$ cat config.mk
export PLATFORM = sky130hd
export DESIGN_NAME = my_counter_n
export DESIGN_NICKNAME = d
export VERILOG_FILES = /design/src/rtl/my_counter_pkg.sv /design/src/rtl/my_counter_tc.sv /design/src/rtl/my_counter_n.sv
export SDC_FILE = /design/constraint.sdc
export NUM_CORES = 1
export LEC_CHECK = 0
export CAP_MARGIN = 40
export CELL_PAD_IN_SITES_DETAIL_PLACEMENT = 0
export CELL_PAD_IN_SITES_GLOBAL_PLACEMENT = 1
export CORE_AREA = 2 2 39 41
export CTS_CLUSTER_SIZE = 8
export DETAILED_ROUTE_END_ITERATION = 8
export DIE_AREA = 0 0 41 43
export PLACE_DENSITY = 0.72
export SLEW_MARGIN = 25
export SYNTH_ARGS = -nofsm -noshare
export SYNTH_HDL_FRONTEND = slang
export SYNTH_SLANG_ARGS = --single-unit
$ cat constraint.sdc
create_clock -name CP -period 1.3 [get_ports CP]
set_input_delay 0.39 -clock CP [delete_from_list [all_inputs] [get_ports CP]]
set_output_delay 0.39 -clock CP [all_outputs]
set_load 0.05 [all_outputs]
$ cat src/rtl/my_counter_pkg.sv
// Shared definitions for the my_counter_n modulo-N up/down counter.
// Holds the direction encoding carried on the UD pin, the operation
// selector used by the next-state logic, and the parameter legality check
// evaluated when the counter is elaborated.
package my_counter_pkg;

  // Encoding of the UD pin: high selects up-counting, low selects down-counting.
  localparam logic DIR_UP   = 1'b1;
  localparam logic DIR_DOWN = 1'b0;

  // Operation chosen for the next rising clock edge once reset has been ruled out.
  typedef enum logic [1:0] {
    OP_HOLD  = 2'd0,
    OP_COUNT = 2'd1,
    OP_LOAD  = 2'd2
  } count_op_e;

  // True when the width/modulus pair describes a counter that can be built:
  // width between 2 and 16 bits, and a modulus between 2 and 2**width.
  function automatic bit modulusLegal(input int width, input int modulus);
    bit widthOk;
    bit modulusOk;
    widthOk   = (width >= 2) && (width <= 16);
    modulusOk = widthOk && (modulus >= 2) && (modulus <= (1 << width));
    return modulusOk;
  endfunction

endpackage

$ cat src/rtl/my_counter_tc.sv
// Terminal-count decode for my_counter_n.
// Given the present count, the requested direction and the trickle enable,
// it produces the effective direction, the wrap flag used by the next-state
// logic, and the cascade carry CO.
// Macro MY_COUNTER_DOWN_EN: when defined, UD selects up or down counting;
// when undefined, the counter is up-only and UD is ignored.
module my_counter_tc
  import my_counter_pkg::*;
#(
  parameter int WIDTH   = 4,
  parameter int MODULUS = 16
) (
  input  logic [WIDTH-1:0] q_i,
  input  logic             ud_i,
  input  logic             ctt_i,
  output logic             dirUp_o,
  output logic             wrap_o,
  output logic             co_o
);

  localparam logic [WIDTH-1:0] TERM      = WIDTH'(MODULUS - 1);
  localparam logic [WIDTH:0]   TERM_WIDE = (WIDTH + 1)'(MODULUS - 1);

  logic atTerm;
  logic atZero;
  logic atOrAboveTerm;
  logic aboveTerm;

`ifdef MY_COUNTER_DOWN_EN
  // The UD pin directly picks the direction; nothing about it is remembered between edges.
  always_comb begin
    dirUp_o = (ud_i == DIR_UP);
  end
`else
  logic unusedUd;

  // Up-only build: the direction is fixed and UD is only tied off so it stays visibly consumed.
  always_comb begin
    unusedUd = ud_i;
    dirUp_o  = DIR_UP;
  end
`endif

  // Compare against the last legal count; the one-bit-wider compare keeps the
  // out-of-range test meaningful even when the modulus fills the whole width.
  always_comb begin
    atTerm        = (q_i == TERM);
    atZero        = (q_i == '0);
    atOrAboveTerm = ({1'b0, q_i} >= TERM_WIDE);
    aboveTerm     = ({1'b0, q_i} > TERM_WIDE);
  end

  // Up wraps from the last legal value or anything loaded beyond it; down wraps
  // from zero or from an out-of-range loaded value back to the last legal value.
  // The carry is gated only by the trickle enable so it can feed the next stage.
  always_comb begin
    wrap_o = 1'b0;
    co_o   = 1'b0;
    if (dirUp_o == DIR_DOWN) begin
      wrap_o = atZero || aboveTerm;
      co_o   = ctt_i && atZero;
    end else begin
      wrap_o = atOrAboveTerm;
      co_o   = ctt_i && atTerm;
    end
  end

endmodule

$ cat src/rtl/my_counter_n.sv
// my_counter_n: synchronous, loadable, cascadable modulo-MODULUS counter.
// Rising edge of CP updates the count with priority reset (CR) over
// parallel load (LDbar low) over count (CTP and CTT high) over hold.
// CO is a combinational terminal-count carry intended to drive the CTT of
// the next, more significant stage.
// Macro MY_COUNTER_DOWN_EN: when defined, UD selects up (1) or down (0)
// counting; when undefined the counter only counts up and UD is ignored.
module my_counter_n
  import my_counter_pkg::*;
#(
  parameter int WIDTH   = 4,
  parameter int MODULUS = 16
) (
  input  logic             CP,
  input  logic             CR,
  input  logic             LDbar,
  input  logic             CTP,
  input  logic             CTT,
  input  logic             UD,
  input  logic [WIDTH-1:0] D,
  output logic [WIDTH-1:0] Q,
  output logic             CO
);

  localparam logic [WIDTH-1:0] TERM = WIDTH'(MODULUS - 1);
  localparam logic [WIDTH-1:0] ONE  = WIDTH'(1);

  if (!modulusLegal(WIDTH, MODULUS)) begin : gBadParams
    $error("my_counter_n: WIDTH must be 2..16 and MODULUS must be 2..2**WIDTH");
  end

  logic [WIDTH-1:0] count_q;
  logic [WIDTH-1:0] count_d;
  count_op_e        countOp;
  logic             dirUp;
  logic             wrap;
  logic             carry;

  my_counter_tc #(
    .WIDTH   (WIDTH),
    .MODULUS (MODULUS)
  ) u_tc (
    .q_i     (count_q),
    .ud_i    (UD),
    .ctt_i   (CTT),
    .dirUp_o (dirUp),
    .wrap_o  (wrap),
    .co_o    (carry)
  );

  // Pick what the next edge does when reset is not asserted: load wins over count,
  // and counting needs both the parallel and the trickle enable.
  always_comb begin
    countOp = OP_HOLD;
    if (!LDbar) begin
      countOp = OP_LOAD;
    end else if (CTP && CTT) begin
      countOp = OP_COUNT;
    end
  end

  // Form the next count; loaded data is taken verbatim, even beyond the modulus,
  // and the wrap flag from the decoder decides when a step folds around.
  always_comb begin
    count_d = count_q;
    case (countOp)
      OP_LOAD: begin
        count_d = D;
      end
      OP_COUNT: begin
        if (dirUp) begin
          count_d = wrap ? '0 : count_q + ONE;
        end else begin
          count_d = wrap ? TERM : count_q - ONE;
        end
      end
      default: begin
        count_d = count_q;
      end
    endcase
  end

  // Count register with synchronous reset that overrides any load or count on the same edge.
  always_ff @(posedge CP) begin
    if (CR) begin
      count_q <= '0;
    end else begin
      count_q <= count_d;
    end
  end

  // The count and its carry leave the block with no extra pipeline stage.
  always_comb begin
    Q  = count_q;
    CO = carry;
  end

endmodule
Word level (Yosys, flattened, before mapping). Index checks and enable logic that the tools add are counted.

Register bits after elaboration: 4. Bits in latches: 0. Memory bits (writable): 0. Memory bits (read-only): 0. Output and inout port bits: 5. Word-level logic and storage cells: 13. Memories kept: 0.

Add/sub/neg operators: 1. Multipliers: 0. Divide/modulo/power cells: 0. $lt $le $gt $ge: 1. Equality and inequality tests: 3. Shift operators: 0. Multiplexer cells: 4. Bitwise gates (word level): 0. Reductions and logical operators: 3.

Operators with widths (count): $pmux W4 S2 (1); $add A4 B1 Y4 const B (1); $eq A4 B4 Y1 const B (1); $ge A4 B4 Y1 const B (1); $mux W4 (1); $eq A2 B1 Y1 const B (1); $eq A2 B2 Y1 const B (1); $logic_and A1 B1 Y1 (2); $mux W2 (1); $reduce_bool A2 Y1 (1); $mux W1 (1).

Longest topological paths before layout.
Depth in word-level cells: 5. Gate-level depth with buffers: 4. Gate-level depth less buffers: 4.

By module. A second synthesis with hierarchy kept.

Cell total of the unflattened synthesis: 45. Area, all modules: 347.8 um^2.

By module, submodules not included: my_counter_n (times used 1, cells an instance 41, area each 319.1 um^2, sequential area each 80.1 um^2); my_counter_tc (times used 1, cells an instance 4, area each 28.8 um^2, sequential area each 0.0 um^2).

Least setup slack after synthesis. No wires, ideal clock.

Kind: register -> output. Start: register count_q[0], in the netlist Q[0]. End: output port CO. Data arrival time: 1366 ps. Path slack: -456 ps. Stages on the path, launching flop included: 3. Path buffers: 0. Cell sequence: dfxtp_1 -> ha_1 -> and4_2.

Word-level cells in the longest chain between the ends: 2.

RTL lines: start, declared (line my_counter_n.sv:32) `logic [WIDTH-1:0] count_q;`; start signal, assigned (line my_counter_n.sv:88) `count_q <= count_d;`; $eq A4 B4 Y1 (line my_counter_tc.sv:47) `atTerm = (q_i == TERM);`; $logic_and A1 B1 Y1 (line my_counter_tc.sv:64) `co_o = ctt_i && atTerm;`; end, declared (line my_counter_n.sv:22) `output logic CO`.

Every way passes these cells.

Final worst setup path.
Start: register count_q[1], in the netlist Q[1]. End: output port CO.

Same word-level chain as after synthesis.

==> results.sh <==
export IMPL_fmax_mhz=678
export IMPL_crit_path_end_kind="output pin"
export IMPL_drtIter0Drc=6
export IMPL_synth_area_top_cells="dfxtp_1 32%, nand3_1 6.0%, a311oi_2 6.0%"
export IMPL_antenna_cells=0
export IMPL_synthAdderAreaFrac_pct=5.03
export IMPL_avgViaCountPerCell=4.71
export IMPL_clockPowerShare_pct=33.3
export IMPL_grtUsageTotal_pct=10.5
export IMPL_die_w_um=41
export IMPL_drt_total_wl_um=776
export IMPL_overflow=0
export IMPL_yosysSeqAreaShare_pct=32.2
export IMPL_top_layer="met4"
export IMPL_yosysWarnings=0
export IMPL_cts_hold_buffers=0
export IMPL_grt_max_degree=7
export IMPL_whs_ns=0.611
export IMPL_setup_tns_ns=-0.175
export IMPL_fin_cells=68
export IMPL_synth_common_cells="4 x dfxtp_1, 3 x nand2_1, 3 x nand3_1, 3 x nor2_1"
export IMPL_wire_per_inst_um=11.4
export IMPL_synth_mux_area_share_pct=0
export IMPL_hpwl_um=628
export IMPL_cts_buffers_inserted=3
export IMPL_violations="negative setup slack"
export IMPL_preCtsSetupSlack_ns=-0.430
export IMPL_area_growth_pct=126
export IMPL_fin_skew_ns=0.00447
export IMPL_post_synth_top_area_cell="dfxtp_1"
export IMPL_synth_cell_type_count=20
export IMPL_dr_wl_met3_um=38
export IMPL_drtPass1Iterations=2
export IMPL_grt_pass1_vias=305
export IMPL_timing_final_crit_share_pct=113
export IMPL_synth_nets=40
export IMPL_synth_top_cell_area_share_pct=32.2
export IMPL_core_area_um2=1380
export IMPL_nets=65
export IMPL_powerDensity_nw_per_um2=858
export IMPL_worstPathMaxFanout=2
export IMPL_cts_tree="built"
export IMPL_setup_viol=1
export IMPL_crit_type="reg -> out"
export IMPL_vias=320
export IMPL_slew_limit_headroom_pct=87.0
export IMPL_final_antenna_net_count=0
export IMPL_grt_first_pass_wirelength_um=1190
export IMPL_cp_required_ns=0.91
export IMPL_p_comb_share_pct=35.5
export IMPL_syn_avg_cell_area_um2=8.59
export IMPL_max_vdd_ir_drop_v=0.000347
export IMPL_synth_most_common_cell="dfxtp_1"
export IMPL_die_area_um2=1760
export IMPL_synth_top_family_by_area="simple AND/OR/NAND/NOR gates"
export IMPL_gp_congestion=0.790
export IMPL_synthArstFlopShare_pct=0
export IMPL_seq_power_share_pct=31.2
export IMPL_synth_ff_type="dfxtp_1"
export IMPL_cts_sinks=4
export IMPL_total_power_uw=482
export IMPL_outcome="complete, but fails checks"
export IMPL_dp_cells=64
export IMPL_start_util_pct=18.0
export IMPL_route_detailed_drc=0
export IMPL_slew_violations=0
export IMPL_hold_viol_final=0
export IMPL_port_buffers=13
export IMPL_synth_edf_count=0
export IMPL_max_slew_worst_pin_slew_ns=0.195
export IMPL_cts_root_buffer="clkbuf_4"
export IMPL_final_util_pct=40.6
export IMPL_hold_path_class="in -> reg"
export IMPL_cts_max_path_buffers=2
export IMPL_yosys_area_share_simple_pct=28.1
export IMPL_die_h_um=43
export IMPL_rsz0062_at_grt="true"
export IMPL_syn_cell_area_um2=249
export IMPL_ios=15
export IMPL_grt_antenna_before_repair=0
export IMPL_m1WireLength_um=340
export IMPL_min_period_ns=1.48
export IMPL_wl_met2_um=360
export IMPL_clk_latency_ns=0.24
export IMPL_htreeDepth=1
export IMPL_sw_frac_of_total_pct=31.1
export IMPL_synth_compound_area_share_pct=27.6
export IMPL_start_kind="register"
export IMPL_ys_ff_latch=4
export IMPL_p_int_uw=332
export IMPL_rows=14
export IMPL_placed_area_um2=520
export IMPL_p_sw_uw=150
export IMPL_largest_reg_flops=4
export IMPL_drv_cap=0
export IMPL_leakagePower_nw=0.228
export IMPL_path_clk_slew_ns=0.04
export IMPL_fin_area_um2=562
export IMPL_drive_gt1_share_pct=51.9
export IMPL_synth_xor_area_share_pct=3.52
export IMPL_syn_instance_count=29
export IMPL_fin_ws_ns=-0.175
export IMPL_arrival_ns=1.09
==> what timing repair did <==
item | 4_1_cts | 5_1_grt
pin swaps | 4 | 3
endpoints found under the setup margin | 4 | 4
setup buffers | 1 | 0
gates resized for setup | 1 | 4
==> area by class of cell <==
type,instances,area (µm²)
Tap cell,16,20.0
Clock buffer,3,22.5
Timing Repair Buffer,21,241
Multi-Input combinational cell,23,184
Sequential cell,4,90.1
Fill cell,139,822
Inverter,1,3.75
==> per-layer routing <==
metal	vias to the layer above	GRT usage, %
met5	-	0
met4	0	10.7
met3	4	3.14
met2	13	14.4
met1	147	11.9
li1	156	-
==> final timing paths <==
path	start	to	slack (ns)	cells past startpoint
setup / recovery	Q[1]	CO	-0.18	3
hold reg to reg	Q[2]	Q[2]	0.62	2
hold / removal	CTP	Q[0]	0.61	4
setup reg to reg	Q[1]	Q[0]	0.06	4
==> critical path: stages (launching register included) <==
cell,delay [ns]
dfxtp_4,0.35
ha_4,0.13
and4_4,0.23
buf_12,0.13
==> kinds of logic (layout without fill, tap and decap cells) <==
kind of cell,count (synthesis),count (layout)
simple gates,13,13
compound gates,8,8
flops,4,4
buf+inv,2,25
fa+ha+maj,1,1
xor+xnor,1,1
==> layout by cell type (no fill, tap or decap), types with 2 or more instances in the layout <==
cell / Yosys / final
buf_12: 0 / 5
nand3_1: 3 / 3
nand2_1: 3 / 3
buf_4: 0 / 8
clkbuf_4: 0 / 3
dfxtp_4: 0 / 2
dfxtp_2: 0 / 2
nor2_1: 3 / 3
clkdlybuf4s50_1: 0 / 6
==> power by group through the flow <==
| stage | Clock [mW] | Combinational (mW) | Sequential, mW |
|---|---|---|---|
| final | 0.161 | 0.171 | 0.150 |
| after global routing | 0.175 | 0.182 | 0.152 |
| after CTS | 0.163 | 0.169 | 0.150 |
| after detailed placement | 0 | 0.169 | 0.152 |
| after global placement | 0 | 0.166 | 0.152 |
| after floorplan | 0 | 0.0341 | 0.183 |
(Power assumes the default switching activity.)
